--- config.mk ---
export PLATFORM = sky130hd
export DESIGN_NAME = borrow_skip_serial_subtractor
export DESIGN_NICKNAME = d
export VERILOG_FILES = /design/src/rtl/borrow_skip_serial_subtractor.sv
export SDC_FILE = /design/constraint.sdc
export NUM_CORES = 1
export LEC_CHECK = 0
export BUFFER_PORTS_ARGS = -buffer_cell sky130_fd_sc_hd__buf_2
export CAP_MARGIN = 20
export CORE_ASPECT_RATIO = 1.25
export CORE_MARGIN = 3
export CORE_UTILIZATION = 57
export CTS_BUF_LIST = sky130_fd_sc_hd__clkbuf_2
export CTS_CLUSTER_DIAMETER = 150
export CTS_CLUSTER_SIZE = 14
export DETAILED_ROUTE_END_ITERATION = 12
export PLACE_DENSITY = 0.82
export REMOVE_ABC_BUFFERS = 1
export SLEW_MARGIN = 40
export SYNTH_ARGS = -nofsm -noshare
export SYNTH_HDL_FRONTEND = slang
export SYNTH_SLANG_ARGS = --single-unit
--- constraint.sdc ---
create_clock -name clk -period 5.8 [get_ports clk]
set_clock_uncertainty 0.15 [all_clocks]
set_input_delay 0 -clock clk [delete_from_list [all_inputs] [get_ports clk]]
set_output_delay 0 -clock clk [all_outputs]
set_load 0.005 [all_outputs]
--- src/rtl/borrow_skip_serial_subtractor.sv ---
// Block-serial subtractor: diff = a - b - bin, one BLOCK-bit slice per clock,
// with a propagate/skip mux on the inter-block borrow chain (computed as a + ~b + ~bin).
module borrow_skip_serial_subtractor #(
    parameter int WIDTH = 32,
    parameter int BLOCK = 4
) (
    input  logic                                  clk,
    input  logic                                  rst,
    input  logic                                  in_valid,
    output logic                                  in_ready,
    input  logic [WIDTH-1:0]                      a,
    input  logic [WIDTH-1:0]                      b,
    input  logic                                  bin,
    output logic                                  out_valid,
    input  logic                                  out_ready,
    output logic [WIDTH-1:0]                      diff,
    output logic                                  bout,
    output logic                                  ovf,
    output logic                                  zero,
    output logic [$clog2(WIDTH/BLOCK):0]          skip_cnt
);

    localparam int NBLK = WIDTH / BLOCK;
    localparam int KW   = (NBLK > 1) ? $clog2(NBLK) : 1;
    localparam int CW   = $clog2(NBLK) + 1;
    localparam int MSB  = WIDTH - 1;

    typedef enum logic [1:0] {
        IDLE = 2'd0,
        RUN  = 2'd1,
        DONE = 2'd2
    } state_t;

    state_t            state;
    logic [WIDTH-1:0]  a_reg;
    logic [WIDTH-1:0]  nb_reg;
    logic              carry;
    logic [KW-1:0]     k;

    logic [BLOCK-1:0]  a_blk;
    logic [BLOCK-1:0]  nb_blk;
    logic [BLOCK:0]    blk_sum;
    logic              prop;
    logic              carry_next;
    logic              last_blk;
    logic [WIDTH-1:0]  diff_upd;

    // One slice of the add: when every bit of the block propagates, the incoming
    // carry is passed straight through instead of waiting on the block's ripple.
    always_comb begin
        a_blk      = a_reg[k*BLOCK +: BLOCK];
        nb_blk     = nb_reg[k*BLOCK +: BLOCK];
        blk_sum    = {1'b0, a_blk} + {1'b0, nb_blk} + {{BLOCK{1'b0}}, carry};
        prop       = &(a_blk ^ nb_blk);
        carry_next = prop ? carry : blk_sum[BLOCK];
        last_blk   = (k == KW'(NBLK - 1));
        diff_upd   = diff;
        diff_upd[k*BLOCK +: BLOCK] = blk_sum[BLOCK-1:0];
    end

    always_ff @(posedge clk or posedge rst) begin
        if (rst) begin
            state     <= IDLE;
            in_ready  <= 1'b1;
            out_valid <= 1'b0;
            a_reg     <= '0;
            nb_reg    <= '0;
            carry     <= 1'b0;
            k         <= '0;
            diff      <= '0;
            bout      <= 1'b0;
            ovf       <= 1'b0;
            zero      <= 1'b0;
            skip_cnt  <= '0;
        end else begin
            unique case (state)
                IDLE: begin
                    if (in_valid) begin
                        a_reg    <= a;
                        nb_reg   <= ~b;
                        carry    <= ~bin;
                        k        <= '0;
                        diff     <= '0;
                        skip_cnt <= '0;
                        bout     <= 1'b0;
                        ovf      <= 1'b0;
                        zero     <= 1'b0;
                        in_ready <= 1'b0;
                        state    <= RUN;
                    end
                end
                RUN: begin
                    diff  <= diff_upd;
                    carry <= carry_next;
                    if (prop) begin
                        skip_cnt <= skip_cnt + CW'(1);
                    end
                    if (last_blk) begin
                        k         <= '0;
                        out_valid <= 1'b1;
                        // Operands differ in sign exactly when a and ~b share an MSB.
                        bout      <= ~carry_next;
                        ovf       <= (a_reg[MSB] == nb_reg[MSB]) && (diff_upd[MSB] != a_reg[MSB]);
                        zero      <= (diff_upd == '0);
                        state     <= DONE;
                    end else begin
                        k <= k + KW'(1);
                    end
                end
                DONE: begin
                    if (out_ready) begin
                        out_valid <= 1'b0;
                        in_ready  <= 1'b1;
                        state     <= IDLE;
                    end
                end
                default: begin
                    state     <= IDLE;
                    in_ready  <= 1'b1;
                    out_valid <= 1'b0;
                end
            endcase
        end
    end

endmodule
==> metrics, run 1 <==
status=finished clean; largest vdd supply drop=~0.00044 V; synth-to-layout area growth=38.6%; CTS tree=built; first-pass GRT wire length=approximately 28 mm; max-slew violation count=0; final wirelength=slightly below 20 mm; placed insts=slightly above 700; die height=about 110 um; Post-synth EDFFs=0; DRC errors left=0; maxcap violations=0; post-place setup slack=roughly 1.7 ns; CTS Buffer Depth=2; vias per std cell=6.37; largest net degree at the start of global routing=101; Synth Area in Compound Gates=0.139; setup slack, reg-to-reg=roughly 1.4 ns; RR Startpoint=k[2]; Setup Buffers After CTS=0; die area=roughly 0.011 mm^2; final instance area=0.00747 mm^2; DR iter-0 viols=roughly 690; Final min period=approximately 4.4 ns; die width=93.0 um; slew margin rel.=0.419; FP Rows=39; post-place instance area=around 0.006 mm^2; maximum clock frequency=0.227 GHz; RSZ-0062 raised after global routing=false; drt first pass iters=6; vias in the first global route=about 5300; proportion of synthesized area in mux cells=0.138; Avg Cell Area, Syn=between 10 and 15 um^2; CTS root buf=clkbuf_2; H-tree lvl count=3; main combinational cell family by area after synthesis=compound AO/OA/AOI/OAI gates; count of final setup violators=0; Hold Violations, Final=0; NumNets Final=roughly 810; worst skew pair latency=~0.67 ns; prevailing post-synth register cell=dfrtp_1; antenna-violating nets left=0; I/O Buffers=around 110; initial core utilization=0.588; post-layout util=0.814; total global routing overflow=0; Final period util=0.759; Seq/Total Area, Yosys=0.516; end of the worst hold path=in_ready; TNS Setup=0 ns; synth warn=0; Crit. End Element=flip-flop; Tightest Pin Transition=0.864 ns; power per cell area=~600 mW/mm^2; Worst Path Max Fanout=14; cts bufs inserted=9; Hold Path Class=primary input to flip-flop; io pins=110; Reg clk slew, reported paths=about 0.28 ns; Cell Area, Synth=0.00539 mm^2; worst r2r path cells=12; Antenna diodes=0; Startpoint Class=flip-flop; Crit Reg-Reg Endpoint=zero; post-synth cell types=52; WL/cell=approximately 23 um; Resize count post-CTS=0; Core Area=0.00917 mm^2; Setup WS post-layout=between 1 and 1.5 ns; hold depth=4; crit path DAT=slightly below 5 ns; Post-Synth Simple-Gate Area=0.136; Post-Synth Adder-Cell Area=0.0353; Final GP Congestion=approximately 0.95; Setup CP Type=flip-flop to flip-flop; share of cells above drive strength 1=0.254; placed wire-length estimate=around 9.5 mm; number of synthesized register bits=~110; post-route insts no fill=roughly 860; Via Count=5453; Pleak=approximately 3.5 nW; Async SR Flop Fraction=1.00; clock sink count=111; Syn Inst Count=between 400 and 500; synthesized-area fraction occupied by xor and xnor cells=0.00650; GRT Resource Usage Total=0.353; data required time of the worst path=approximately 6.3 ns; worst hold start=in_valid; initial antenna violation count=0
stage by stage:
step / hold slack (ns) / total power [W]
2_1_floorplan: -0.0653 / 0.00301
3_3_place_gp: -0.0134 / 0.00366
3_5_place_dp: -0.00509 / 0.00373
4_1_cts: 0.000580 / 0.00413
5_1_grt: 0.0297 / 0.00470
6_report: 0.0514 / 0.00447
routing by layer:
layer	share of wire	vias up	GRT usage
met4	0.072	0	0.177
met3	0.094	134	0.0697
met5	0	-	0
li1	-	2253	-
met1	0.35	2638	0.415
met2	0.49	428	0.618
repair_timing:
action	4_1_cts	5_1_grt
hold buffers	125	10
setup endpoints to repair	0	0
hold endpoints to repair	143	10
area by class of cell:
cell class,count,area (um^2)
multi-input combinational,346,2450
timing repair buffer,249,1940
inverter,11,43.8
clock inverter,5,48.8
tap,123,154
fill,500,1700
clock buffer,11,55.1
sequential,111,2780
synthesized netlist by cell type, drive strengths merged (3+ instances only):
cell type,n,area (um^2)
dfrtp,110,2750
nand2,60,225
nor2,49,184
a21oi,44,220
mux2,34,383
o21ai,30,150
clkbuf,17,63.8
a22o,16,140
mux4,16,360
ha,12,150
inv,10,37.5
buf,9,60.1
nand3,8,52.6
nor3,7,35.0
a32o,6,60.1
nor4,6,37.5
and3,5,31.3
and2,4,25.0
nand4,4,25.0
nor2b,4,25.0
a21o,3,22.5
a31oi,3,18.8
nand2b,3,18.8
or3,3,20.0
xor2,3,26.3
placed cells by master (no fill, tap or decap), types with 7 or more instances in the layout:
cell,instances
dlygate4sd3_1,135
dfrtp_1,109
buf_2,109
nand2_1,60
nor2_1,49
a21oi_1,44
mux2_2,34
o21ai_0,28
a22o_1,16
mux4_2,16
ha_1,12
clkbuf_2,11
inv_1,9
nand3_1,7
nor3_1,7
critical path, stage by stage, from the launching register on:
cell and delay [ns]:
dfrtp_1 0.79, clkinv_1 0.52, nand2_1 0.22, nand2_1 0.13, fa_1 0.47, inv_1 0.11
fa_1 0.26, xor2_1 0.55, o21ai_0 0.18, a32oi_1 0.23, nand4_1 0.10, or4_1 0.53
o21ai_1 0.13
logic make-up (layout without fill, tap and decap cells):
| family | count (synthesis) | count (layout) |
|---|---|---|
| simple gates | 160 | 160 |
| fa+ha+maj | 14 | 14 |
| xor+xnor | 4 | 4 |
| mux | 50 | 50 |
| buf+inv | 37 | 276 |
| compound gates | 118 | 118 |
| flops | 111 | 111 |
report_power, final:
group	internal, W	switching [W]	leakage (nW)
Combinational	0.00105	0.00159	2.04
Sequential	0.00110	0.000350	1.36
Clock	0.0000986	0.000273	0.0647
Total	0.00225	0.00222	3.46
worst max-delay path by stage:
stage | from | end | slack (ns) | depth (start not counted)
finish | k[2] | zero | 1.40 | 12
global route | k[0] | zero | 1.25 | 12
CTS | k[0] | zero | 1.62 | 12
detailed placement | k[0] | zero | 1.66 | 12
global placement | k[0] | zero | 1.41 | 12
floorplan | state[0] | a_reg[0] | -1.69 | 2
No activity file was read; power rests on OpenSTA's default activity.
==> inputs of run 2 (changes only) <==
clock period = 4.19 ns   (was 5.8 ns; I/O delays follow)
==> metrics, run 2 (same netlist as run 1, synthesis figures left out) <==
Hold Violations, Final=0 (unchanged); Tightest Pin Transition=0.778 ns (was 0.864 ns); total global routing overflow=0 (unchanged); Final period util=0.916 (was 0.759); Via Count=5434 (was 5453); CTS Buffer Depth=2 (unchanged); Setup Buffers After CTS=0 (unchanged); clock sink count=111 (unchanged); GRT Resource Usage Total=0.388 (was 0.353); Core Area=0.00917 mm^2 (unchanged); Reg clk slew, reported paths=0.35 ns (was 0.28 ns); NetSw=0.00315 W (was 0.00222 W); max-slew violation count=0 (unchanged); crit path DAT=4.29 ns (was 4.85 ns); maximum clock frequency=0.261 GHz (was 0.227 GHz); Comb power frac=0.604 (was 0.592); post-route insts no fill=871 (was 856); drt first pass iters=6 (unchanged); Buf/Inv on CP=1 (was 2); FP Rows=39 (unchanged); stages on the worst setup path=12 (unchanged); die width=93.0 um (unchanged); Pleak=3.53 nW (was 3.46 nW); RSZ-0062 raised after global routing=false (unchanged); final wirelength=19.7 mm (about the same); Worst Path Max Fanout=8 (was 14); first-pass GRT wire length=31.0 mm (was 28.3 mm); NumNets Final=826 (was 811); vias in the first global route=5673 (was 5349); most common cell after layout, fill and taps aside=dlygate4sd3_1 (unchanged); worst skew pair latency=0.67 ns (about the same); DR iter-0 viols=543 (was 685); vias per std cell=6.24 (was 6.37); cts bufs inserted=9 (unchanged); io pins=110 (unchanged); worst r2r path cells=12 (unchanged); fillcell total=468 (was 500); switch share=0.487 (was 0.496); placed wire-length estimate=9.98 mm (was 9.48 mm); Hold Path Class=primary input to flip-flop (unchanged); most frequent cells in the layout=dlygate4sd3_1, dfrtp_1, buf_2 (unchanged); Final GP Congestion=0.936 (was 0.950); largest net degree at the start of global routing=101 (unchanged); Startpoint Class=flip-flop (unchanged); worst-path cell chain=mux4_2, nand2_1, nand2_1, fa_1, inv_1, fa_1, nor2b_1, o41ai_1, o31ai_1, nand4_1, or4_1, o21ai_1 (was clkinv_1, nand2_1, nand2_1, fa_1, inv_1, fa_1, xor2_1, o21ai_0, a32oi_1, nand4_1, or4_1, o21ai_1); largest vdd supply drop=0.000567 V (was 0.000443 V); CTS tree=built (unchanged); maxcap violations=0 (unchanged); I/O Buffers=109 (unchanged); Crit path largest cell delay=0.73 ns (was 0.79 ns); Setup CP Type=flip-flop to flip-flop (unchanged); power per cell area=848 mW/mm^2 (was 598 mW/mm^2); setup slack, reg-to-reg=0.35 ns (was 1.40 ns); Final min period=3.84 ns (was 4.40 ns); Crit-path slowest cell=dfrtp_1 (unchanged); post-place setup slack=0.622 ns (was 1.66 ns); initial antenna violation count=0 (unchanged); data required time of the worst path=4.64 ns (was 6.25 ns); CP top delay family=simple AND/OR/NAND/NOR gates (unchanged); hold depth=5 (was 4); initial core utilization=0.588 (unchanged); slew margin rel.=0.481 (was 0.419); Crit. End Element=flip-flop (unchanged); sequential power share=0.308 (was 0.325); Setup WS post-layout=0.353 ns (was 1.40 ns); DRC errors left=0 (unchanged); share of cells above drive strength 1=0.258 (was 0.254); WL/cell=22.7 um (was 23.1 um); H-tree lvl count=3 (unchanged); status=finished clean (unchanged); Pint=0.00332 W (was 0.00225 W); antenna-violating nets left=0 (unchanged); die area=0.0107 mm^2 (unchanged); count of final setup violators=0 (unchanged); placed insts=710 (was 705); synth-to-layout area growth=41.8% (was 38.6%); clock share of power=0.088 (was 0.083); die height=115 um (unchanged); CTS root buf=clkbuf_2 (unchanged); Antenna diodes=0 (unchanged)
[run 2: cell count changes in the layout (fill, tap and decap cells not counted), moves of 2 or more]
| cell | before | now |
|---|---|---|
| inv_6 | 0 | 4 |
| clkinv_4 | 0 | 2 |
| clkbuf_2 | 11 | 9 |
| clkinv_1 | 4 | 1 |
| dlygate4sd3_1 | 135 | 145 |
| buf_4 | 4 | 9 |
[run 2: worst min-delay path: stages]
cell and delay, ns:
dlygate4sd3_1 0.53, buf_2 0.12, nor2_1 0.04, nand2_1 0.05
o21ai_0 0.08
[run 2: area by class of cell]
| type | count | area [um^2] | area share |
|---|---|---|---|
| Clock buffer | 9 | 45.0 | 0.00589 |
| Timing Repair Buffer | 264 | 2080 | 0.272 |
| Multi-Input combinational cell | 346 | 2450 | 0.321 |
| Inverter | 11 | 46.3 | 0.00606 |
| Sequential cell | 111 | 2780 | 0.364 |
| Tap cell | 123 | 154 | 0.0201 |
| Clock inverter | 7 | 90.1 | 0.0118 |
[run 2: worst paths after layout]
kind                              to      start
max                             zero       k[0]
max reg2reg                     zero       k[0]
min in group asynchronous   a_reg[1]        rst
min reg2reg                  diff[4]    diff[4]
min                        out_valid  out_ready
max in group asynchronous       k[2]        rst
[run 2: power by group through the flow]
stage / Combinational [W] / Clock [W] / Sequential (W)
floorplan: 0.00232 / 0 / 0.00185
global placement: 0.00333 / 0 / 0.00191
detailed placement: 0.00341 / 0 / 0.00194
CTS: 0.00359 / 0.000539 / 0.00191
global route: 0.00414 / 0.000597 / 0.00202
finish: 0.00391 / 0.000572 / 0.00199
[run 2: through the flow]
stage / hold WS, ns / setup TNS (ns) / total power, W / area (um^2) / utilization
floorplan: -0.0653 / -220.19 / 0.00417 / 5270 / -
global placement: 0.0177 / 0 / 0.00524 / 6050 / 0.659
detailed placement: 0.0116 / 0 / 0.00535 / 6050 / 0.660
CTS: 0.0264 / 0 / 0.00604 / 7640 / 0.833
global route: 0.0408 / 0 / 0.00676 / 7640 / 0.833
finish: 0.0364 / 0 / 0.00648 / 7640 / 0.833
[run 2: layer usage]
metal,track usage,part of all wire,up-vias
met5,0,0,-
met2,0.679,0.52,402
met4,0.208,0.051,0
li1,-,-,2288
met3,0.0914,0.093,103
met1,0.440,0.34,2641
[run 2: timing repair]
item	CTS	global route
resized for setup	0	0
endpoints found under the hold margin	215	0
hold buffers	145	0
